<file path="src/rtl/mem_arbiter_pkg.sv">
// rtl/mem_arbiter_pkg.sv - shared FSM states, access size codes and grant IDs for mem_arbiter
package mem_arbiter_pkg;

    typedef enum logic [1:0] {
        ST_IDLE   = 2'd0,
        ST_ACCESS = 2'd1,
        ST_RESP   = 2'd2
    } state_t;

    typedef enum logic {
        GNT_FETCH = 1'b0,
        GNT_DATA  = 1'b1
    } grant_t;

    localparam logic [1:0] SIZE_WORD = 2'b00;
    localparam logic [1:0] SIZE_HALF = 2'b01;
    localparam logic [1:0] SIZE_BYTE = 2'b10;
    localparam logic [1:0] SIZE_BAD  = 2'b11;

    // Undefined size, or a half/word not on its natural boundary
    function automatic logic size_misaligned(input logic [1:0] size, input logic [1:0] lo);
        return (size == SIZE_BAD)
            || ((size == SIZE_WORD) && (lo != 2'b00))
            || ((size == SIZE_HALF) && lo[0]);
    endfunction

endpackage

</file>
<file path="src/rtl/mem_lane_ctrl.sv">
// rtl/mem_lane_ctrl.sv - byte-lane enables, write replication, read alignment and misalign detect
module mem_lane_ctrl
    import mem_arbiter_pkg::*;
(
    input  logic [1:0]  i_size,
    input  logic [1:0]  i_addr_lo,
    input  logic [31:0] i_wdata,
    input  logic [31:0] i_rdata,
    output logic [3:0]  o_be,
    output logic [31:0] o_wdata,
    output logic [31:0] o_rdata,
    output logic        o_misalign
);

    // Pick lanes by size/offset; narrow reads come back right-aligned and zero-extended
    always_comb begin
        o_be    = 4'b0000;
        o_wdata = i_wdata;
        o_rdata = i_rdata;
        case (i_size)
            SIZE_WORD: begin
                o_be = 4'b1111;
            end
            SIZE_HALF: begin
                o_be    = i_addr_lo[1] ? 4'b1100 : 4'b0011;
                o_wdata = {2{i_wdata[15:0]}};
                o_rdata = {16'h0000, i_addr_lo[1] ? i_rdata[31:16] : i_rdata[15:0]};
            end
            SIZE_BYTE: begin
                o_be    = 4'b0001 << i_addr_lo;
                o_wdata = {4{i_wdata[7:0]}};
                o_rdata = {24'h000000, i_rdata[{i_addr_lo, 3'b000} +: 8]};
            end
            default: begin
                o_be = 4'b0000;
            end
        endcase
    end

    assign o_misalign = size_misaligned(i_size, i_addr_lo);

endmodule

</file>
<file path="src/rtl/mem_arbiter.sv">
// rtl/mem_arbiter.sv - fetch/data arbiter onto one RAM port; MEM_ARB_FAIRNESS_EN adds fetch anti-starvation
module mem_arbiter
    import mem_arbiter_pkg::*;
#(
    parameter int ADDR_W       = 32,
    parameter int WAIT_CYCLES  = 2,
    parameter int STARVE_LIMIT = 4
) (
    input  logic              clock,
    input  logic              reset,
    input  logic              if_req,
    input  logic [ADDR_W-1:0] if_addr,
    output logic              if_ready,
    output logic [31:0]       if_rdata,
    input  logic              d_req,
    input  logic              d_we,
    input  logic [1:0]        d_size,
    input  logic [ADDR_W-1:0] d_addr,
    input  logic [31:0]       d_wdata,
    output logic              d_ready,
    output logic              d_err,
    output logic [31:0]       d_rdata,
    output logic              ram_en,
    output logic              ram_we,
    output logic [3:0]        ram_be,
    output logic [ADDR_W-1:0] ram_addr,
    output logic [31:0]       ram_wdata,
    input  logic [31:0]       ram_rdata,
    output logic              if_stall,
    output logic              d_stall
);

    if (WAIT_CYCLES < 1 || WAIT_CYCLES > 15 || STARVE_LIMIT < 1 || ADDR_W < 3) begin : g_bad_cfg
        $error("mem_arbiter: unsupported parameter set");
    end

    localparam logic [3:0] WAIT_LOAD = 4'(WAIT_CYCLES - 1);

    state_t            r_state;
    grant_t            r_gnt;
    logic [3:0]        r_wait;
    logic [ADDR_W-1:0] r_addr;
    logic [31:0]       r_wdata;
    logic [1:0]        r_size;
    logic              r_we;
    logic              r_if_ready;
    logic              r_d_ready;
    logic              r_d_err;
    logic [31:0]       r_if_rdata;
    logic [31:0]       r_d_rdata;

    logic              w_idle;
    logic              w_access;
    logic              w_fetch_first;
    logic              w_grant_data;
    logic              w_grant_fetch;
    logic [1:0]        w_lane_size;
    logic [1:0]        w_lane_lo;
    logic [3:0]        w_be;
    logic [31:0]       w_lane_wdata;
    logic [31:0]       w_lane_rdata;
    logic              w_misalign;

    assign w_idle        = (r_state == ST_IDLE);
    assign w_access      = (r_state == ST_ACCESS);
    assign w_grant_data  = d_req && !(if_req && w_fetch_first);
    assign w_grant_fetch = if_req && !w_grant_data;

    // While idle the lane logic looks at the live data request to flag misalignment;
    // once granted it works from the latched operands
    assign w_lane_size = w_idle ? d_size : r_size;
    assign w_lane_lo   = w_idle ? d_addr[1:0] : r_addr[1:0];

    mem_lane_ctrl u_lane (
        .i_size     (w_lane_size),
        .i_addr_lo  (w_lane_lo),
        .i_wdata    (r_wdata),
        .i_rdata    (ram_rdata),
        .o_be       (w_be),
        .o_wdata    (w_lane_wdata),
        .o_rdata    (w_lane_rdata),
        .o_misalign (w_misalign)
    );

`ifdef MEM_ARB_FAIRNESS_EN
    localparam int STARVE_W = $clog2(STARVE_LIMIT + 1);
    logic [STARVE_W-1:0] r_starve;

    assign w_fetch_first = (r_starve == STARVE_W'(STARVE_LIMIT));

    // Count data grants that bypassed a waiting fetch; any fetch grant clears it
    always_ff @(posedge clock) begin
        if (!reset) begin
            r_starve <= '0;
        end else if (w_idle) begin
            if (w_grant_data && if_req && !w_fetch_first) begin
                r_starve <= r_starve + 1'b1;
            end else if (w_grant_fetch) begin
                r_starve <= '0;
            end
        end
    end
`else
    assign w_fetch_first = 1'b0;
`endif

    // Grant, hold the RAM port for WAIT_CYCLES, then one response cycle before re-arbitrating
    always_ff @(posedge clock) begin
        if (!reset) begin
            r_state    <= ST_IDLE;
            r_gnt      <= GNT_FETCH;
            r_wait     <= 4'd0;
            r_addr     <= '0;
            r_wdata    <= 32'h0;
            r_size     <= SIZE_WORD;
            r_we       <= 1'b0;
            r_if_ready <= 1'b0;
            r_d_ready  <= 1'b0;
            r_d_err    <= 1'b0;
            r_if_rdata <= 32'h0;
            r_d_rdata  <= 32'h0;
        end else begin
            r_if_ready <= 1'b0;
            r_d_ready  <= 1'b0;
            r_d_err    <= 1'b0;
            case (r_state)
                ST_IDLE: begin
                    if (w_grant_data) begin
                        r_gnt   <= GNT_DATA;
                        r_addr  <= d_addr;
                        r_wdata <= d_wdata;
                        r_size  <= d_size;
                        r_we    <= d_we;
                        r_wait  <= WAIT_LOAD;
                        if (w_misalign) begin
                            r_state   <= ST_RESP;
                            r_d_ready <= 1'b1;
                            r_d_err   <= 1'b1;
                        end else begin
                            r_state <= ST_ACCESS;
                        end
                    end else if (w_grant_fetch) begin
                        r_gnt   <= GNT_FETCH;
                        r_addr  <= if_addr;
                        r_wdata <= 32'h0;
                        r_size  <= SIZE_WORD;
                        r_we    <= 1'b0;
                        r_wait  <= WAIT_LOAD;
                        r_state <= ST_ACCESS;
                    end
                end
                ST_ACCESS: begin
                    if (r_wait == 4'd0) begin
                        r_state <= ST_RESP;
                        if (r_gnt == GNT_DATA) begin
                            r_d_rdata <= w_lane_rdata;
                            r_d_ready <= 1'b1;
                        end else begin
                            r_if_rdata <= ram_rdata;
                            r_if_ready <= 1'b1;
                        end
                    end else begin
                        r_wait <= r_wait - 4'd1;
                    end
                end
                ST_RESP: begin
                    r_state <= ST_IDLE;
                end
                default: begin
                    r_state <= ST_IDLE;
                end
            endcase
        end
    end

    assign ram_en    = w_access;
    assign ram_we    = w_access && r_we;
    assign ram_be    = w_access ? w_be : 4'b0000;
    assign ram_addr  = w_access ? {r_addr[ADDR_W-1:2], 2'b00} : '0;
    assign ram_wdata = w_access ? w_lane_wdata : 32'h0;

    assign if_ready = r_if_ready;
    assign if_rdata = r_if_rdata;
    assign d_ready  = r_d_ready;
    assign d_err    = r_d_err;
    assign d_rdata  = r_d_rdata;

    assign if_stall = if_req && !r_if_ready;
    assign d_stall  = d_req && !r_d_ready;

endmodule

</file>
<file path="config.mk">
export PLATFORM = sky130hd
export DESIGN_NAME = mem_arbiter
export DESIGN_NICKNAME = d
export VERILOG_FILES = /design/src/rtl/mem_arbiter_pkg.sv /design/src/rtl/mem_lane_ctrl.sv /design/src/rtl/mem_arbiter.sv
export SDC_FILE = /design/constraint.sdc
export NUM_CORES = 1
export LEC_CHECK = 0
export ABC_AREA = 1
export BUFFER_PORTS_ARGS = -buffer_cell sky130_fd_sc_hd__clkbuf_2
export CORE_ASPECT_RATIO = 2
export CORE_MARGIN = 4
export CORE_UTILIZATION = 31
export CTS_CLUSTER_DIAMETER = 40
export DETAILED_ROUTE_END_ITERATION = 8
export GPL_ROUTABILITY_DRIVEN = 1
export SLEW_MARGIN = 30
export SYNTH_ARGS = -nofsm -noshare
export SYNTH_HDL_FRONTEND = slang
export SYNTH_HIERARCHICAL = 1
export SYNTH_SLANG_ARGS = --single-unit
</file>
<file path="constraint.sdc">
create_clock -name clock -period 6.49 [get_ports clock]
set_input_delay 0.649 -clock clock [delete_from_list [all_inputs] [get_ports clock]]
set_output_delay 0.649 -clock clock [all_outputs]
set_load 0.02 [all_outputs]
</file>
==> flow_summary_export.csv <==
group,metric,value,unit
clock_tree,cts_made_buffers,17,
worst_hold_path,hold_path_class,"reg2reg",
sta,fin_crit,3.97,ns
worst_setup_path,crit_fanout,49,
final_layout,final_cell_mix,"clkbuf_2, nand2_1, nor2_1, dfxtp_1, inv_1",
clock_tree,clock_latency,0.41,ns
placed_design,dp.cells,1588,
worst_setup_path,worst_ep_arrival_time,3.32,ns
die,core.rowCount,78,
clock_tree,cts.sinks,141,
global_routing,track_usage,18.6,%
synthesis,syn-cell-area,7140,µm²
final_layout,synthToLayoutAreaGrowth,26.3,%
clock_tree,cts_resized,0,
power_and_ir_drop,vdd_drop_max,0.205,mV
synthesis,synth-seq-cells,141,
synthesis,ys_top_cells_by_area,"dfxtp_1, nand2_1, nor2_1",
route,drt_iter0_markers,389,
clock_tree,htree_levels,4,
job,maxCapViolCount,0,
clock_tree,cts_tree,"yes",
power_and_ir_drop,p_total,4100,µW
global_routing,grt_pass1_vias,7294,
placed_design,place.gp.congestion,0.884,
clock_tree,hold_buffers,0,
final_layout,final_nets,1470,
sta,worst-slew-pin-transition,0.710,ns
die,die-area,25700,µm²
clock_tree,postCtsSetupRepairBufs,0,
synthesis,synth.distinct_cells,31,
worst_setup_path,crit_type,"reg2out",
clock_tree,cts_buffer_depth,2,
die,core-area,22700,µm²
sta,setup_ws,2.52,ns
route,wl_per_cell,14.8,µm
die,io_pins,274,
status,status,"completed",
die,die_w,115,µm
final_layout,fill_cells,2506,
synthesis,seq_area_frac_synth,39.5,%
synthesis,async_flop_share,0,%
worst_setup_path,cp_data_required_time,5.84,ns
synthesis,synth_top_area_share,39.5,%
die,start_util,31.4,%
route,final_antenna_net_count,0,
sta,max_freq,252,MHz
sta,rsz0062_at_grt,"no",
synthesis,yosys_warnings,6,
route,drt-total-wl,24000,µm
placed_design,dp_hpwl,18200,µm
clock_tree,cts-root-buf,"clkbuf_16",
route,routed_via_density,4.63,
final_layout,antennaDiodeCount,0,
placed_design,numPortBuffers,271,
die,die_y,223,µm
sta,finClkSkew,0.00864,ns
final_layout,final-seq-area,2820,µm²
sta,final.setup.tns,0,ns
global_routing,antenna_found_initial,0,
final_layout,final_cells,1620,
synthesis,synth-main-ff-cell,"dfxtp_1",
sta,hold_violations,0,
sta,max_slew_margin,52.7,%
global_routing,grt_pass1_wl,37500,µm
synthesis,syn_area_per_cell,6.46,µm²
synthesis,synth_top_area_cell,"dfxtp_1",
sta,fin_crit_sh,61.2,%
power_and_ir_drop,leakage,0.00457,µW
power_and_ir_drop,cellPowerDensity,455,nW/µm²
synthesis,synth_edf_count,0,
final_layout,multi_input_area,3290,µm²
sta,finalSetupViolations,0,
worst_setup_path,endpoint_kind,"output port",
global_routing,grt_max_degree,70,
placed_design,place_area,8420,µm²
final_layout,layout-drive-gt1-share,24.1,%
final_layout,final_common_cell,"clkbuf_2",
synthesis,synthCells,1105,
sta,slew_violations,0,
route,first_pass_iters,5,
route,num_vias,7500,
global_routing,grt_overflow,0,
route,drc,0,
placed_design,dp_slack,2.94,ns
final_layout,fin_area,9020,µm²
clock_tree,clkTransAtPathRegs,0.06,ns
worst_setup_path,startpoint_type,"register",
-- cell families (layout without fill, tap and decap cells) --
| logic type | Yosys count | after routing | synth area share, % |
|---|---|---|---|
| AOI/OAI and AO/OA | 203 | 203 | 15.0 |
| buffers and inverters | 221 | 455 | 14.5 |
| other | 1 | 2 | 0.0525 |
| adders and majority gates | 8 | 8 | 1.40 |
| DFF | 141 | 141 | 39.5 |
| and+or+nand+nor | 531 | 531 | 29.5 |
-- registers in the layout (all words and copies together), names as in the netlist --
| register | cells |
|---|---|
| d_rdata | 32 |
| if_rdata | 32 |
| r_addr | 32 |
| r_wdata | 32 |
| r_wait | 4 |
| r_size | 2 |
| r_state | 2 |
| d_err | 1 |
| d_ready | 1 |
| if_ready | 1 |
| r_gnt | 1 |
| r_we | 1 |
-- worst paths after layout --
path	start	endpoint	slack, ns	depth (start not counted)
setup reg to reg	r_state[1]	d_rdata[4]	3.16	13
setup / recovery	r_state[1]	ram_wdata[28]	2.52	13
hold / removal	r_addr[11]	r_addr[11]	0.45	2
hold reg to reg	r_addr[11]	r_addr[11]	0.45	2
-- cells in the mapped netlist, types with 2 or more instances --
master and instances:
a21oi_1 38, clkinv_2 2, dfxtp_1 141, clkbuf_2 5, nand3_1 37, o21ai_4 2, clkbuf_1 22, buf_6 11
ha_1 8, o21ai_0 123, inv_1 140, nor3_1 2, a31oi_1 12, nand2_1 255, buf_4 18, nor2_2 2
nor2_1 230, nand4_4 2, nand2_4 2, o32ai_1 2, buf_2 16, inv_2 3, o21ai_1 24
-- layout make-up --
class	count	area share, %
multi-input combinational	744	36.5
clock buffer	21	5.11
clock inverter	11	1.57
sequential	141	31.3
tap	280	3.88
timing repair buffer	276	15.5
inverter	147	6.20
-- per-layer routing --
metal / track usage, % / wire length [µm] / vias to the layer above
li1: - / - / 3829
met2: 35.4 / 13200 / 233
met5: 0 / 0 / -
met3: 2.73 / 1220 / 39
met1: 19.7 / 8900 / 3399
met4: 7.43 / 755 / 0
-- stage by stage --
stage                     hold WS, ns  utilization [%]
after floorplan                 0.429                -
after global placement          0.441             37.0
after detailed placement        0.444             37.0
after CTS                       0.449             39.7
after global routing            0.456             39.7
final                           0.451             39.7
-- critical path, cell delays in order, from the launching register on --
cell	delay, ns
dfxtp_1	0.34
nor2_2	0.40
nand2_1	0.12
o21ai_0	0.23
inv_1	0.17
ha_1	0.32
buf_4	0.42
nand2_1	0.22
nor2_1	0.16
a31oi_1	0.08
nand2_1	0.11
inv_1	0.04
nor2_1	0.11
clkbuf_2	0.19
-- power by group --
part	total, µW	internal (µW)	switching (µW)
Combinational	1860	519	1340
Sequential	1240	1120	124
Clock	1000	623	381
Total	4100	2260	1850
Note: power is estimated with default switching activity, not from simulation.
